[config.mk]
export PLATFORM = sky130hd
export DESIGN_NAME = fp16_to_int_conv
export DESIGN_NICKNAME = d
export VERILOG_FILES = /design/src/rtl/fp16_to_int_conv.sv
export SDC_FILE = /design/constraint.sdc
export NUM_CORES = 1
export LEC_CHECK = 0
export BUFFER_PORTS_ARGS = -buffer_cell sky130_fd_sc_hd__buf_4
export CAP_MARGIN = 20
export CELL_PAD_IN_SITES_DETAIL_PLACEMENT = 0
export CELL_PAD_IN_SITES_GLOBAL_PLACEMENT = 1
export CORE_AREA = 2 2 111 113
export DETAILED_ROUTE_END_ITERATION = 10
export DIE_AREA = 0 0 113 115
export GPL_TIMING_DRIVEN = 0
export PLACE_DENSITY_LB_ADDON = 0.1
export SLEW_MARGIN = 20
export SYNTH_ARGS = -nofsm -noshare
export SYNTH_HDL_FRONTEND = slang
export SYNTH_SLANG_ARGS = --single-unit
[constraint.sdc]
create_clock -name clk -period 5.13 [get_ports clk]
set_input_delay 0.7695 -clock clk [delete_from_list [all_inputs] [get_ports clk]]
set_output_delay 0.7695 -clock clk [all_outputs]
set_load 0.05 [all_outputs]
[src/rtl/fp16_to_int_conv.sv]
// fp16 -> signed fixed-point converter, 2-stage valid/ready pipeline, 1 beat/cycle, holds output under backpressure.
// Optional saturation event counter enabled by defining FP2INT_SAT_CNT_EN.
module fp16_to_int_conv #(
  parameter int OUT_W     = 16,
  parameter int FRAC_BITS = 0
) (
  input  logic             clk,
  input  logic             rst_n,
  input  logic             in_valid,
  output logic             in_ready,
  input  logic [15:0]      in_data,
  input  logic             rnd_mode,
  output logic             out_valid,
  input  logic             out_ready,
  output logic [OUT_W-1:0] out_data,
  output logic             out_sat,
  output logic             out_nan,
  output logic [15:0]      sat_count,
  input  logic             sat_clr
);

  // Magnitude work width: must hold 2^OUT_W and an unshifted 11-bit mantissa.
  localparam int MW = (OUT_W + 1 > 12) ? OUT_W + 1 : 12;
  localparam logic [MW-1:0]    POS_MAX = MW'((64'd1 << (OUT_W - 1)) - 64'd1);
  localparam logic [MW-1:0]    NEG_MAG = MW'(64'd1 << (OUT_W - 1));
  localparam logic [OUT_W-1:0] MAX_V   = {1'b0, {(OUT_W - 1){1'b1}}};
  localparam logic [OUT_W-1:0] MIN_V   = {1'b1, {(OUT_W - 1){1'b0}}};

  logic              s1_valid, s1_sign, s1_rnd, s1_zero, s1_inf, s1_nan;
  logic [10:0]       s1_mag;
  logic signed [7:0] s1_e;

  logic out_adv, s1_adv, in_fire;
  logic is_zero, is_max, man_nz;
  logic signed [7:0] e_in;

  assign out_adv  = !out_valid || out_ready;
  assign s1_adv   = s1_valid && out_adv;
  assign in_ready = !s1_valid || s1_adv;
  assign in_fire  = in_valid && in_ready;

  assign is_zero = (in_data[14:10] == 5'd0);
  assign is_max  = &in_data[14:10];
  assign man_nz  = |in_data[9:0];
  assign e_in    = 8'(in_data[14:10]) - 8'd15 + 8'(FRAC_BITS);

  always_ff @(posedge clk or negedge rst_n) begin
    if (!rst_n) begin
      s1_valid <= 1'b0;
      s1_sign  <= 1'b0;
      s1_rnd   <= 1'b0;
      s1_zero  <= 1'b0;
      s1_inf   <= 1'b0;
      s1_nan   <= 1'b0;
      s1_mag   <= '0;
      s1_e     <= '0;
    end else begin
      if (in_ready) s1_valid <= in_valid;
      if (in_fire) begin
        s1_sign <= in_data[15];
        s1_rnd  <= rnd_mode;
        s1_zero <= is_zero;
        s1_inf  <= is_max && !man_nz;
        s1_nan  <= is_max && man_nz;
        s1_mag  <= {1'b1, in_data[9:0]};
        s1_e    <= e_in;
      end
    end
  end

  logic [7:0]       lsh, rsh;
  logic             big, guard, sticky, inc, ovf;
  logic [10:0]      int11;
  logic [MW-1:0]    mag_int;
  logic [OUT_W-1:0] val_nx;
  logic             sat_nx, nan_nx;

  always_comb begin
    lsh     = 8'(s1_e - 8'sd10);
    rsh     = 8'(8'sd10 - s1_e);
    big     = 1'b0;
    guard   = 1'b0;
    sticky  = 1'b0;
    inc     = 1'b0;
    int11   = '0;
    mag_int = '0;
    if (s1_e >= 8'sd10) begin
      // Range check precedes the shift so an oversized exponent never wraps.
      big     = (32'(lsh) + 32'd10) > 32'(OUT_W - 1);
      mag_int = big ? '0 : (MW'(s1_mag) << lsh);
    end else begin
      if (rsh >= 8'd12) begin
        sticky = 1'b1;
      end else begin
        int11  = s1_mag >> rsh[3:0];
        guard  = |(s1_mag & (11'd1 << (rsh[3:0] - 4'd1)));
        sticky = |(s1_mag & (11'h7FF >> (4'd12 - rsh[3:0])));
      end
      inc     = s1_rnd & guard & (sticky | int11[0]);
      mag_int = MW'(int11) + MW'(inc);
    end
    ovf = big || (s1_sign ? (mag_int > NEG_MAG) : (mag_int > POS_MAX));

    val_nx = '0;
    sat_nx = 1'b0;
    nan_nx = 1'b0;
    if (s1_nan) begin
      nan_nx = 1'b1;
    end else if (!s1_zero) begin
      if (s1_inf || ovf) begin
        sat_nx = 1'b1;
        val_nx = s1_sign ? MIN_V : MAX_V;
      end else begin
        val_nx = s1_sign ? OUT_W'(~mag_int + MW'(1)) : OUT_W'(mag_int);
      end
    end
  end

  always_ff @(posedge clk or negedge rst_n) begin
    if (!rst_n) begin
      out_valid <= 1'b0;
      out_data  <= '0;
      out_sat   <= 1'b0;
      out_nan   <= 1'b0;
    end else if (out_adv) begin
      out_valid <= s1_valid;
      if (s1_valid) begin
        out_data <= val_nx;
        out_sat  <= sat_nx;
        out_nan  <= nan_nx;
      end
    end
  end

`ifdef FP2INT_SAT_CNT_EN
  always_ff @(posedge clk or negedge rst_n) begin
    if (!rst_n)
      sat_count <= '0;
    else if (sat_clr)
      sat_count <= '0;
    else if (out_valid && out_ready && out_sat && (sat_count != 16'hFFFF))
      sat_count <= sat_count + 16'd1;
  end
`else
  logic unused_sat_clr;
  assign unused_sat_clr = sat_clr;
  assign sat_count      = '0;
`endif

endmodule

==> results of run 1 <==
[sequential cells by signal, summed over array words and instances (netlist names)]
signal / count
out_sat: 1
s1_inf: 1
s1_sign: 1
out_nan: 1
s1_mag: 11
s1_valid: 1
s1_rnd: 1
out_data: 16
s1_zero: 1
s1_e: 6
s1_nan: 1
out_valid: 1
[critical path, cell delays in order, from the launching register on]
cell      delay (ns)
dfrtp_2         0.45
clkbuf_8        0.20
inv_8           0.12
ha_4            0.21
buf_6           0.14
buf_8           0.14
and3_1          0.17
xnor3_1         0.26
mux2i_4         0.30
nand3_4         0.11
nor2_2          0.10
ha_2            0.19
and2_1          0.17
o211ai_1        0.12
buf_4           0.18
o31ai_2         0.22
o211ai_1        0.16
or4_4           0.48
nor4_4          0.44
nand3_1         0.15
mux2i_1         0.15
a221o_2         0.36
[layout make-up]
cell class	instances	area, µm²
fill	1172	6070
multi-input combinational	445	3410
sequential	42	1050
timing repair buffer	58	435
buffer	57	408
tap	147	184
clock buffer	5	125
inverter	17	75.1
clock inverter	3	48.8
[placed cells by master (no fill, tap or decap), types with 20 or more instances in the layout]
| cell type | instances |
|---|---|
| mux2i_1 | 25 |
| a21oi_1 | 26 |
| nand3_1 | 21 |
| dfrtp_1 | 39 |
| nor2_1 | 25 |
| clkbuf_1 | 21 |
| nand2_1 | 48 |
| buf_4 | 78 |
| nor3_1 | 20 |
| mux2_2 | 25 |
| o21ai_0 | 32 |
[metrics by stage]
step                      hold WS, ns  area [µm²]  total power, mW
after floorplan                 0.444        4840             1.76
after global placement          0.465        5320             2.16
after detailed placement        0.474        5320             2.17
after CTS                       0.489        5640             2.62
after global routing            0.494        5740             2.84
final                           0.447        5740             2.68
[report_power, final]
part / internal, mW / leakage (nW) / switching (mW)
combinational: 0.733 / 1.92 / 1.09
clock: 0.233 / 0.0819 / 0.155
sequential: 0.417 / 0.510 / 0.0538
[kinds of logic after synthesis]
logic type | count (synthesis) | share of synthesized area (%)
AOI/OAI and AO/OA | 146 | 22.3
xor gates and xnor gates | 21 | 4.89
adders and majority gates | 17 | 4.45
buffers and inverters | 75 | 9.42
DFF | 42 | 22.0
muxes | 59 | 15.4
other | 1 | 0.0784
and+or+nand+nor | 186 | 21.5
[cells in the mapped netlist (all sizes together), types with 3 or more instances]
| library cell | instances |
|---|---|
| a211o | 5 |
| nor3 | 20 |
| xnor3 | 3 |
| and3 | 5 |
| a22o | 9 |
| xor2 | 13 |
| nor2 | 27 |
| mux2i | 26 |
| a21oi | 26 |
| o31a | 4 |
| or3 | 7 |
| a32o | 3 |
| nand2b | 6 |
| nor4 | 5 |
| nand2 | 49 |
| nor2b | 8 |
| or2 | 4 |
| and2 | 9 |
| clkbuf | 28 |
| or4 | 5 |
| a221o | 5 |
| nand3 | 25 |
| nor3b | 3 |
| a211oi | 4 |
| buf | 29 |
| o21a | 3 |
| a31oi | 6 |
| a21o | 5 |
| nand4 | 4 |
| xnor2 | 5 |
| o211ai | 5 |
| inv | 17 |
| o31ai | 5 |
| ha | 17 |
| a22oi | 7 |
| mux2 | 25 |
| a2111oi | 5 |
| o21ai | 33 |
| mux4 | 8 |
| dfrtp | 42 |
[layer usage]
metal / track usage (%) / vias to the layer above / wire (µm)
met1: 32.9 / 2216 / 6950
met4: 6.26 / 0 / 238
li1: - / 2165 / -
met5: 0 / - / 0
met3: 4.43 / 16 / 961
met2: 36.6 / 181 / 6740
[how the worst max path moves through the flow]
stage	to	slack, ns	cells after the start
after global placement	out_data[12]	-0.59	22
after CTS	out_data[6]	0.02	20
final	out_data[14]	0.19	21
after detailed placement	out_data[12]	-0.65	22
after global routing	out_data[6]	-0.02	21
after floorplan	out_data[12]	0.17	21
[what timing repair did]
item	4_1_cts	5_1_grt
resized for setup	14	10
endpoints found under the hold margin	0	0
setup endpoints to repair	17	17
hold buffers	0	0
pin swaps	5	5
buffers inserted	12	6
==> summary.txt, run 1 <==
nets: 665
worst slew pin tran: 0.776 ns
pre-CTS setup slack: -0.655 ns
Crit path arrival time: 5.13 ns
Die ar.: 0.0130 mm²
Post-synth EDFFs: 0
Fmax achieved: 203 MHz
Yosys cell types: 92
Iter 0 DRT Violations: 396
Post-synth top flop: dfrtp_1
r2r endpoint: out_data[14]
gr usage total: 23.3%
CP required: 5.32 ns
gp weighted congestion: 0.857
area leader, netlist: dfrtp_1
Slew Viols, Final: 0
Crit. End Element: flop
number of port buffers: 40
die width: 113 µm
Critical R2R Launch: s1_e[0]
Total Wirelength: 14.9 mm
reg2reg setup slack: 0.19 ns
vias in the first global route: 4,429
final non-filler cell total: 774
peak fanout along the critical path: 12
endpoints failing setup: 0
Netlist Area Pre-Place: 0.00478 mm²
TNS Setup: 0 ns
worst rel slew slack: 47.5%
initial core utilization: 40.5%
core area: 0.0118 mm²
Rows: 40
Detail Placement HPWL: 11.2 mm
Hold Vio Cnt, Final: 0
# IOs: 58
largest net degree at the start of global routing: 43
Clock Skews: 0.00882 ns
Hold WC Path Type: in -> async
DP Cell Count: 749
layout cells sized above 1: 30.6%
CTS buffer count: 5
CTS clk-pin slew, worst paths: 0.07 ns
vias per cell: 5.91
GR Overflow Total: 0
synth top area cells: dfrtp_1 (22%), mux2_2 (5.9%), mux2i_1 (5.2%)
Synth top area share: 22.0%
H-tree depth: 2
first-pass GRT wire length: 23.8 mm
clk sinks: 42
VDD IR-drop max: 0.000222 V
failing checks: DRC
max_cap viols: 0
initial antenna violation count: 0
kind of critical path: reg -> reg
YS warnings: 0
post-route ant nets: 0
die height: 115 µm
CTS root buf: clkbuf_16
Syn Inst Count: 547
Leakage: 2.52 nW
worst-case reg-to-reg path depth: 21
DRC errors left: 2
ANT cells: 0
Final min period: 4.94 ns
CTS tree: built
worst skew pair latency: 0.31 ns
first drt pass iteration count: 8
register bit total from synthesis: 42
CTS max path bufs: 2
power density over the cells: 466 mW/mm²
CP startpoint: s1_e[0]
routed len/inst: 19.2 µm
Tcrit/Tclk final: 96.2%
Area Overhead vs Synth: 20.0%
Post-Syn Area per Cell: 8.74 µm²
setup slack after layout: 0.193 ns
sequential area share after synthesis: 22.0%
Final Util: 48.6%
Via Count: 4,578
ys async rst share: 100%
startpoint type of the worst setup path: flop
outcome: complete, but fails checks
No activity file was read; power rests on OpenSTA's default activity.
==> run 2, diff against run 1 <==
- CORE_AREA: 2 2 111 113 -> 2 2 105 107
- DIE_AREA: 0 0 113 115 -> 0 0 107 109
- clock period: 5.13 -> 4.55 ns (I/O delays scaled with it)
==> run 2 against run 1 <==
Compared with the run above: the run ends with setup timing left; combinational power grew 19%; utilization grew 6.8 points; register-to-register slack lost 0.39 ns; final area grew 2.2%; die area shrank 10%; global-route usage grew 3.1 points; non-clock buffer count grew 12; first-iteration DRC count shrank 14%; critical path depth grew 1; fmax grew 4.1%; cell count grew 0.65%; largest power group unchanged; highest routed layer unchanged.
==> summary.txt, run 2 (synthesis results as in run 1) <==
outcome: complete, but fails checks
failing checks: setup timing
endpoints failing setup: 17 (+17)
RSZ-0062 raised after global routing: true
Largest Register: out_data
Psw: 1.48 mW (+15%)
multi-input logic area: 0.00350 mm² (+2.7%)
Fmax achieved: 211 MHz (+4.1%)
vias per cell: 6.01 (+1.7%)
worst rel slew slack: 38.4% (-9.1 points)
most frequent CP cell: o211ai_1
register area: 0.00105 mm² (unchanged)
CP max stage cell: or4_4
Die ar.: 0.0117 mm² (-10%)
worst slew pin tran: 0.910 ns (+0.134 ns)
post-route ant nets: 0 (unchanged)
layout cells sized above 1: 34.4% (+3.8 points)
final hold slack: 0.340 ns (-0.107 ns)
CTS max path bufs: 2 (unchanged)
VDD IR-drop max: 0.000355 V (+60%)
startpoint type of the worst setup path: flop
Net Sw Frac: 50.1% (+1.7 points)
CTS clk-pin slew, worst paths: 0.10 ns (+0.03 ns)
power density over the cells: 505 mW/mm² (+8.3%)
Hold Vio Cnt, Final: 0 (unchanged)
most common cell after layout, fill and taps aside: buf_4
nets: 677 (+1.8%)
Comb power frac: 73.2% (+5.3 points)
gp weighted congestion: 0.915 (+6.8%)
CTS tree: built
Largest register FFs: 16 (unchanged)
first-pass GRT wire length: 23.8 mm (-0.12%)
Area Overhead vs Synth: 22.7%
CTS buffer count: 5 (unchanged)
peak fanout along the critical path: 8 (-4)
number of port buffers: 40 (unchanged)
die height: 109 µm (-5.2%)
Final min period: 4.74 ns (-0.194 ns)
H-tree depth: 2 (unchanged)
Filler cells: 1,001 (-15%)
gr usage total: 26.4% (+3.1 points)
CP required: 4.74 ns (-0.58 ns)
Iter 0 DRT Violations: 339 (-14%)
Top delay family on crit path: simple AND/OR/NAND/NOR gates
kind of critical path: reg -> reg
CP bufs+invs: 5 (unchanged)
Leakage: 2.56 nW (+1.9%)
Hold WC Path Type: in -> async
DRC errors left: 0 (-2)
Slew Viols, Final: 0 (unchanged)
worst path cell trace: clkbuf_16 -> clkinvlp_4 -> ha_4 -> buf_12 -> mux2_2 -> o211ai_1 -> nand3_1 -> o31a_2 -> nand3_4 -> nor2_4 -> ha_4 -> and2_4 -> o211ai_1 -> buf_4 -> or2_2 -> o211ai_1 -> or4_4 -> nor4_4 -> buf_4 -> a41o_4 -> o21ai_2 -> a22o_1
final non-filler cell total: 779 (+0.65%)
clk sinks: 42 (unchanged)
GR Overflow Total: 0 (unchanged)
Final Power: 2.97 mW (+11%)
largest net degree at the start of global routing: 43 (unchanged)
max_cap viols: 0 (unchanged)
Regs by FF count: out_data: 16 flops, s1_mag: 11 flops, s1_e: 6 flops
first drt pass iteration count: 5 (-3)
Rows: 38 (-5.0%)
Tcrit/Tclk final: 104% (+8.0 points)
CP max stage delay: 0.48 ns (about the same)
initial antenna violation count: 0 (unchanged)
DP Cell Count: 742 (-0.93%)
Reg power frac: 18.0% (+0.4 points)
Crit. End Element: flop
# IOs: 58 (unchanged)
die width: 107 µm (-5.3%)
CTS root buf: clkbuf_8
Clock Skews: 0.00642 ns (-0.00239 ns)
Pint: 1.48 mW (+7.1%)
initial core utilization: 45.1% (+4.6 points)
core area: 0.0106 mm² (-10%)
final instance area: 0.00587 mm² (+2.2%)
ANT cells: 0 (unchanged)
Crit path arrival time: 4.94 ns (-0.19 ns)
vias in the first global route: 4,353 (-1.7%)
dpl cell area: 0.00536 mm² (+0.66%)
setup slack after layout: -0.193 ns (-0.386 ns)
Total Wirelength: 15.5 mm (+4.3%)
worst skew pair latency: 0.30 ns (about the same)
Via Count: 4,684 (+2.3%)
clock group share of total power: 8.8% (-5.7 points)
Detail Placement HPWL: 11.3 mm (+0.92%)
most frequent cells in the layout: buf_4 (88), nand2_1 (45), dfrtp_1 (39), o21ai_0 (31)
routed len/inst: 19.9 µm (+3.6%)
==> run 2: cell types whose count changed in the layout (fill, tap and decap cells not counted), sizes merged <==
cell	previous run	this run
clkbuf	31	32
clkinvlp	2	3
buf	88	99
bufinv	1	0
==> run 2: what timing repair did <==
action                                 4_1_cts  5_1_grt
buffers inserted                            22        8
hold buffers                                 0        0
pin swaps                                   12       17
gates cloned                                 0        1
setup endpoints to repair                   17       17
resized for setup                           19       25
endpoints found under the hold margin        0        0
==> run 2: per-stage QoR <==
stage	setup slack, ns	TNS, ns	util [%]
floorplan	-0.201	-2.30	-
global placement	-0.891	-13.77	50.5
detailed placement	-0.935	-14.36	50.5
CTS	-0.259	-3.49	53.8
global route	-0.361	-5.34	55.4
finish	-0.193	-2.55	55.4
==> run 2: metal layers <==
metal	part of all wire, %	vias to the layer above	wire length [µm]	GRT usage, %
met5	0	-	0	0
met4	2.3	0	356	6.96
met3	6.2	33	969	4.66
met2	47	211	7360	43.6
met1	44	2253	6830	35.9
li1	-	2187	-	-
==> run 2: power by group through the flow <==
| stage | Combinational [mW] | Clock, mW | Sequential (mW) |
|---|---|---|---|
| 6_report | 2.17 | 0.260 | 0.533 |
| 3_3_place_gp | 1.90 | 0 | 0.542 |
| 4_1_cts | 2.02 | 0.270 | 0.533 |
| 3_5_place_dp | 1.91 | 0 | 0.547 |
| 2_1_floorplan | 1.22 | 0 | 0.778 |
| 5_1_grt | 2.31 | 0.282 | 0.546 |
==> run 2: path summary, 6_finish.rpt <==
kind	from	end	slack, ns	depth (start not counted)
worst max-delay path	s1_e[1]	out_data[6]	-0.19	22
worst min-delay path	rst_n	out_data[14]	0.34	1
worst max register to register	s1_e[1]	out_data[6]	-0.19	22
worst min register to register	s1_inf	s1_inf	0.51	2
max in group asynchronous	rst_n	s1_e[1]	3.80	1
min in group clk	s1_inf	s1_inf	0.51	2
==> run 2: final cells by class <==
type	instances	share of cell area [%]
repair buffers	71	9.49
flip-flops and latches	42	18.0
clock buffers	5	1.17
plain buffers	56	6.95
well taps	140	2.98
multi-input cells	445	59.7
inverters	17	1.36
clock inverters	3	0.405
